File: src/rtl/l1_cache_controller.sv
// l1_cache_controller
// Blocking, write-back, write-allocate L1 controller driving port 0 of a
// set-associative tag/data array and a block-wide next-level memory.
// Optional build macro: L1_CACHE_EARLY_RESTART_EN
//   defined   -> a read miss returns its word in the UPDATE cycle
//   undefined -> every miss completes after UPDATE
module l1_cache_controller #(
    parameter int ADDRESS_BITS   = 32,
    parameter int INDEX_BITS     = 8,
    parameter int OFFSET_BITS    = 2,
    parameter int DATA_WIDTH     = 32,
    parameter int NUMBER_OF_WAYS = 4,
    parameter int STATUS_BITS    = 2,
    parameter int COHERENCE_BITS = 2,
    localparam int TAG_BITS      = ADDRESS_BITS - INDEX_BITS - OFFSET_BITS,
    localparam int WORDS         = 1 << OFFSET_BITS,
    localparam int BLOCK         = DATA_WIDTH * WORDS,
    localparam int WAY_BITS      = (NUMBER_OF_WAYS > 1) ? $clog2(NUMBER_OF_WAYS) : 1,
    localparam int META_BITS     = STATUS_BITS + COHERENCE_BITS
) (
    input  logic                    clock,
    input  logic                    reset,
    // core side
    input  logic                    read,
    input  logic                    write,
    input  logic [ADDRESS_BITS-1:0] address,
    input  logic [DATA_WIDTH-1:0]   data_in,
    output logic                    ready,
    output logic                    valid,
    output logic [DATA_WIDTH-1:0]   data_out,
    // cache array port 0
    output logic                    read0,
    output logic                    write0,
    output logic [INDEX_BITS-1:0]   index0,
    output logic [TAG_BITS-1:0]     tag0,
    output logic [META_BITS-1:0]    meta_data0,
    output logic [BLOCK-1:0]        data_in0,
    output logic [WAY_BITS-1:0]     way_select0,
    input  logic [BLOCK-1:0]        data_out0,
    input  logic [TAG_BITS-1:0]     tag_out0,
    input  logic [WAY_BITS-1:0]     matched_way0,
    input  logic [STATUS_BITS-1:0]  status_bits0,
    input  logic                    hit0,
    // next-level memory
    output logic                    mem_read,
    output logic                    mem_write,
    output logic [ADDRESS_BITS-1:0] mem_address,
    output logic [BLOCK-1:0]        mem_data_out,
    input  logic [BLOCK-1:0]        mem_data_in,
    input  logic                    mem_ready
);

    typedef enum logic [2:0] {
        IDLE,
        LOOKUP,
        WRITEBACK,
        FILL,
        UPDATE
    } state_t;

    state_t                  state;

    // request latched on acceptance
    logic                    op_write;
    logic [TAG_BITS-1:0]     req_tag;
    logic [INDEX_BITS-1:0]   req_index;
    logic [OFFSET_BITS-1:0]  req_offset;
    logic [DATA_WIDTH-1:0]   req_data;

    // victim captured on a miss, fill line captured from memory
    logic [WAY_BITS-1:0]     victim_way;
    logic [TAG_BITS-1:0]     victim_tag;
    logic [BLOCK-1:0]        victim_line;
    logic [BLOCK-1:0]        fill_line;

    logic [TAG_BITS-1:0]     addr_tag;
    logic [INDEX_BITS-1:0]   addr_index;
    logic [OFFSET_BITS-1:0]  addr_offset;
    logic [STATUS_BITS-1:0]  status_w;
    logic                    victim_needs_writeback;

    assign addr_tag    = address[ADDRESS_BITS-1 -: TAG_BITS];
    assign addr_index  = address[OFFSET_BITS +: INDEX_BITS];
    assign addr_offset = address[OFFSET_BITS-1:0];

    assign victim_needs_writeback = status_bits0[STATUS_BITS-1] & status_bits0[STATUS_BITS-2];

    assign ready = (state == IDLE);

    function automatic logic [DATA_WIDTH-1:0] select_word(
        input logic [BLOCK-1:0]       line,
        input logic [OFFSET_BITS-1:0] off
    );
        return line[int'(off) * DATA_WIDTH +: DATA_WIDTH];
    endfunction

    function automatic logic [BLOCK-1:0] merge_word(
        input logic [BLOCK-1:0]       line,
        input logic [OFFSET_BITS-1:0] off,
        input logic [DATA_WIDTH-1:0]  word
    );
        logic [BLOCK-1:0] result;
        result = line;
        result[int'(off) * DATA_WIDTH +: DATA_WIDTH] = word;
        return result;
    endfunction

    // Array and memory strobes decoded from the current state; in reset the
    // address-driven lookup strobe is forced low so every output reads idle at once.
    always_comb begin
        read0        = 1'b0;
        write0       = 1'b0;
        index0       = req_index;
        tag0         = req_tag;
        data_in0     = '0;
        way_select0  = '0;
        status_w     = '0;
        mem_read     = 1'b0;
        mem_write    = 1'b0;
        mem_address  = '0;
        mem_data_out = '0;
        case (state)
            IDLE: begin
                read0  = read | write;
                index0 = addr_index;
                tag0   = addr_tag;
            end
            LOOKUP: begin
                if (hit0 && op_write) begin
                    write0                   = 1'b1;
                    way_select0              = matched_way0;
                    data_in0                 = merge_word(data_out0, req_offset, req_data);
                    status_w[STATUS_BITS-1]  = 1'b1;
                    status_w[STATUS_BITS-2]  = 1'b1;
                end
            end
            WRITEBACK: begin
                mem_write    = 1'b1;
                mem_address  = {victim_tag, req_index, {OFFSET_BITS{1'b0}}};
                mem_data_out = victim_line;
            end
            FILL: begin
                mem_read    = 1'b1;
                mem_address = {req_tag, req_index, {OFFSET_BITS{1'b0}}};
            end
            UPDATE: begin
                write0                   = 1'b1;
                way_select0              = victim_way;
                data_in0                 = op_write ? merge_word(fill_line, req_offset, req_data) : fill_line;
                status_w[STATUS_BITS-1]  = 1'b1;
                status_w[STATUS_BITS-2]  = op_write;
            end
            default: ;
        endcase
        if (!reset) begin
            read0  = 1'b0;
            index0 = '0;
            tag0   = '0;
        end
        meta_data0 = {status_w, {COHERENCE_BITS{1'b0}}};
    end

    // Controller sequencing: accept, look up, evict if dirty, fill, install.
    always_ff @(posedge clock or negedge reset) begin
        if (!reset) begin
            state       <= IDLE;
            op_write    <= 1'b0;
            req_tag     <= '0;
            req_index   <= '0;
            req_offset  <= '0;
            req_data    <= '0;
            victim_way  <= '0;
            victim_tag  <= '0;
            victim_line <= '0;
            fill_line   <= '0;
            valid       <= 1'b0;
            data_out    <= '0;
        end else begin
            valid <= 1'b0;
            case (state)
                IDLE: begin
                    if (read || write) begin
                        op_write   <= write;
                        req_tag    <= addr_tag;
                        req_index  <= addr_index;
                        req_offset <= addr_offset;
                        req_data   <= data_in;
                        state      <= LOOKUP;
                    end
                end
                LOOKUP: begin
                    if (hit0) begin
                        if (!op_write) begin
                            data_out <= select_word(data_out0, req_offset);
                        end
                        valid <= 1'b1;
                        state <= IDLE;
                    end else begin
                        victim_way  <= matched_way0;
                        victim_tag  <= tag_out0;
                        victim_line <= data_out0;
                        state       <= victim_needs_writeback ? WRITEBACK : FILL;
                    end
                end
                WRITEBACK: begin
                    if (mem_ready) begin
                        state <= FILL;
                    end
                end
                FILL: begin
                    if (mem_ready) begin
                        fill_line <= mem_data_in;
                        state     <= UPDATE;
`ifdef L1_CACHE_EARLY_RESTART_EN
                        if (!op_write) begin
                            data_out <= select_word(mem_data_in, req_offset);
                            valid    <= 1'b1;
                        end
`endif
                    end
                end
                UPDATE: begin
                    state <= IDLE;
`ifdef L1_CACHE_EARLY_RESTART_EN
                    if (op_write) begin
                        valid <= 1'b1;
                    end
`else
                    valid <= 1'b1;
                    if (!op_write) begin
                        data_out <= select_word(fill_line, req_offset);
                    end
`endif
                end
                default: state <= IDLE;
            endcase
        end
    end

endmodule
File: config.mk
export PLATFORM = sky130hd
export DESIGN_NAME = l1_cache_controller
export DESIGN_NICKNAME = d
export VERILOG_FILES = /design/src/rtl/l1_cache_controller.sv
export SDC_FILE = /design/constraint.sdc
export NUM_CORES = 1
export LEC_CHECK = 0
export ABC_AREA = 1
export CORE_AREA = 2 2 281 283
export DETAILED_ROUTE_END_ITERATION = 10
export DIE_AREA = 0 0 283 285
export DONT_BUFFER_PORTS = 1
export PLACE_DENSITY = 0.52
export SYNTH_ARGS = -nofsm -noshare
export SYNTH_HDL_FRONTEND = slang
export SYNTH_SLANG_ARGS = --single-unit
export TNS_END_PERCENT = 5
File: constraint.sdc
create_clock -name clock -period 4.15 [get_ports clock]
set_clock_uncertainty 0.2 [all_clocks]
set_input_delay 0.415 -clock clock [delete_from_list [all_inputs] [get_ports clock]]
set_output_delay 0.415 -clock clock [all_outputs]
set_load 0.01 [all_outputs]
==> run metrics <==
worst-margin pin slew=about 970 ps; P_leak=13.7 nW; H-tree lvl count=2; top_reg_cell synth=dfrtp_1; fin crit period=4010 ps; Fmax=250 MHz; DP Cell Count=4,273; clk root buf=clkbuf_16; final wirelength=140,000 um; ratio of cells with drive above 1 in the final layout=6.93%; r2r startpoint=state[0]$_DFFE_PN0P_; fin cells=roughly 4,700; Synth Area per Inst=6.75 um^2; Setup CP Type=reg -> out; Starting Density=between 20% and 30%; Nets=between 3,000 and 4,000; antenna violations before repair=between 40 and 50; Crit Path Max Fanout=22; core area=78,000 um^2; drc violations=0; Seq/Total Area, Yosys=42.1%; total number of vias=26,175; Final Max Tran Viols=0; vias in the first global route=24,317; Yosys reg bits=381; status=complete, but fails checks; final setup fails=0; Critical Path Sink Type=output pin; relative slew slack=34.7%; CTS Hold Buffers Added=351; number of hold violations in the final report=381; final hold slack=-670 ps; Synth area leaders=dfrtp_1 42%, nand2_1 16%, o21ai_0 9.7%, nand3_1 7.8%, nor2_1 6.1%; worst vdd ir=0.000415 V; failing checks=hold timing; flop-to-flop setup slack=760 ps; TritonCTS clock tree=done; Synth async-reset ratio=100%; synth unique cells=28; row cnt=103; Min-Delay Path Class=in -> async; filler instances=8,468; Final ANT Viol Nets=0; maxcap violations=0; GRT Overall Usage=33.3%; first-iteration detailed-routing DRC count=3,071; synth warn=0; io pins=a little over 700; mapped cell area=22,700 um^2; Worst-Skew Late Latency=600 ps; top-area cell type share of the netlist area=42.1%; Critical Path RT=3530 ps; wire per inst=29.6 um; PwrDens=between 700 and 800 nW/um^2; crit path to=data_in0[32]; Buffers on Ports=0; cells on worst reg2reg path=9; Die H=between 200 and 300 um; via/cell ratio=5.52; startpoint types=flip-flop; GPL Wtd Cong=0.937; Die ar.=80,700 um^2; grt total ovfl=0; Post-synth EDFFs=0; hpwl dp=98,500 um; Synth area leader=dfrtp_1; Worst Setup SP=req_offset[1]$_DFFE_PN0P_; largest net degree at the start of global routing=roughly 410; total negative slack=0 ps; first-pass GRT wire length=192,000 um; CTS sink cnt=381; Mapped Cells=3,359; DIE WIDTH=283 um; Post-DP Area=about 24,000 um^2; Final Cell Area=29,300 um^2; fin worst setup slack=143 ps; Clock transition at path regs=60 ps; worst reg2reg endpoint=data_out[9]$_DFFE_PN0P_; final worst-path cycle share=96.6%; RSZ-0062 raised after global routing=false; Place WS=between 600 and 700 ps; drt pass-1 iters=7; CP arrival=3390 ps; CTS Buf Count=49; area grow syn2layout=29.3%; Clock Path Buffers=3
report_power, final:
group / internal, mW / switching, mW / total [mW]
sequential: 5.46 / 1.66 / 7.12
combinational: 2.85 / 8.13 / 11.0
clock: 2.73 / 1.87 / 4.60
total: 11.0 / 11.7 / 22.7
how the worst min path moves through the flow:
stage / to / startpoint
6_report: victim_line[11]$_DFFE_PN0P_ / reset
2_1_floorplan: data_out[0]$_DFFE_PN0P_ / reset
5_1_grt: victim_line[11]$_DFFE_PN0P_ / reset
4_1_cts: victim_line[11]$_DFFE_PN0P_ / reset
3_3_place_gp: victim_line[11]$_DFFE_PN0P_ / reset
3_5_place_dp: victim_line[11]$_DFFE_PN0P_ / reset
stage by stage:
| step | hold WS (ps) | power [mW] | utilization (%) |
|---|---|---|---|
| after CTS | -699 | 22.4 | 37.5 |
| after floorplan | -80.6 | 13.0 | - |
| final | -670 | 22.7 | 37.6 |
| after global placement | -65.4 | 17.3 | 30.8 |
| after global routing | -693 | 23.9 | 37.5 |
| after detailed placement | -65.0 | 17.4 | 30.8 |
worst max-delay path, stage by stage (launching register included):
cell and delay, ps:
dfrtp_1 340, clkinv_1 140, ha_2 710, buf_4 380, nand3_1 140, nor2_1 110
a21oi_1 40, o21ai_0 660, buf_4 250
flip-flops by register name (all words and copies together) (netlist names):
signal / count
state: 3
op_write: 1
fill_line: 128
req_tag: 22
req_data: 32
valid: 1
data_out: 32
req_index: 8
victim_tag: 22
victim_line: 128
req_offset: 2
victim_way: 2
synth_stat cells (27+ instances only):
cell      count
a21oi_1     120
buf_2       117
clkbuf_1    137
dfrtp_1     381
inv_1       207
nand2_1     986
nand3_1     351
nor2_1      370
nor3_1       29
o211ai_1     52
o21ai_0     438
o21ai_1      27
o22ai_1      39
o31ai_1      29
placed cells by master, fill, tap and decap left out, drive strengths merged:
cell type	n
bufinv	5
dlygate4sd3	351
a21oi	120
ha	5
nand3	351
inv	214
nand2	987
a31oi	3
o211ai	52
clkinv	16
or2	1
dfrtp	381
clkinvlp	3
conb	4
clkbuf	71
o22ai	39
nor3	29
a22o	19
buf	146
o31ai	29
nor2	374
diode	24
o21ai	465
nand4	1
timing repair:
action / CTS / global route
hold endpoints to repair: 748 / 381
resized for setup: 0 / 3
endpoints found under the setup margin: 0 / 6
buffers inserted: 0 / 1
cells by family (layout without fill, tap and decap cells):
group / count (synthesis) / count (layout) / share of synthesized area, %
AOI/OAI and AO/OA: 727 / 727 / 17.5
adders and majority gates: 5 / 5 / 0.276
buffers and inverters: 502 / 806 / 9.06
DFF: 381 / 381 / 42.1
other: 1 / 28 / 0.0165
and+or+nand+nor: 1743 / 1743 / 31.1
layer usage:
| metal | routed length (um) | GRT usage (%) | vias up |
|---|---|---|---|
| met2 | 62100 | 51.2 | 1643 |
| met4 | 7490 | 15.7 | 28 |
| li1 | - | - | 11508 |
| met1 | 54500 | 41.5 | 12661 |
| met5 | 184 | 0 | - |
| met3 | 15800 | 12.0 | 335 |
final cells by class:
type / count / area [um^2] / share of cell area (%)
diodes: 24 / 60.1 / 0.205
multi-input cells: 2479 / 11100 / 38.0
inverters: 218 / 827 / 2.82
repair buffers: 497 / 4720 / 16.1
well taps: 1050 / 1310 / 4.48
clock inverters: 19 / 245 / 0.837
clock buffers: 71 / 1450 / 4.95
flip-flops and latches: 381 / 9540 / 32.6
repair inverters: 1 / 7.51 / 0.0256
(Power assumes the default switching activity.)
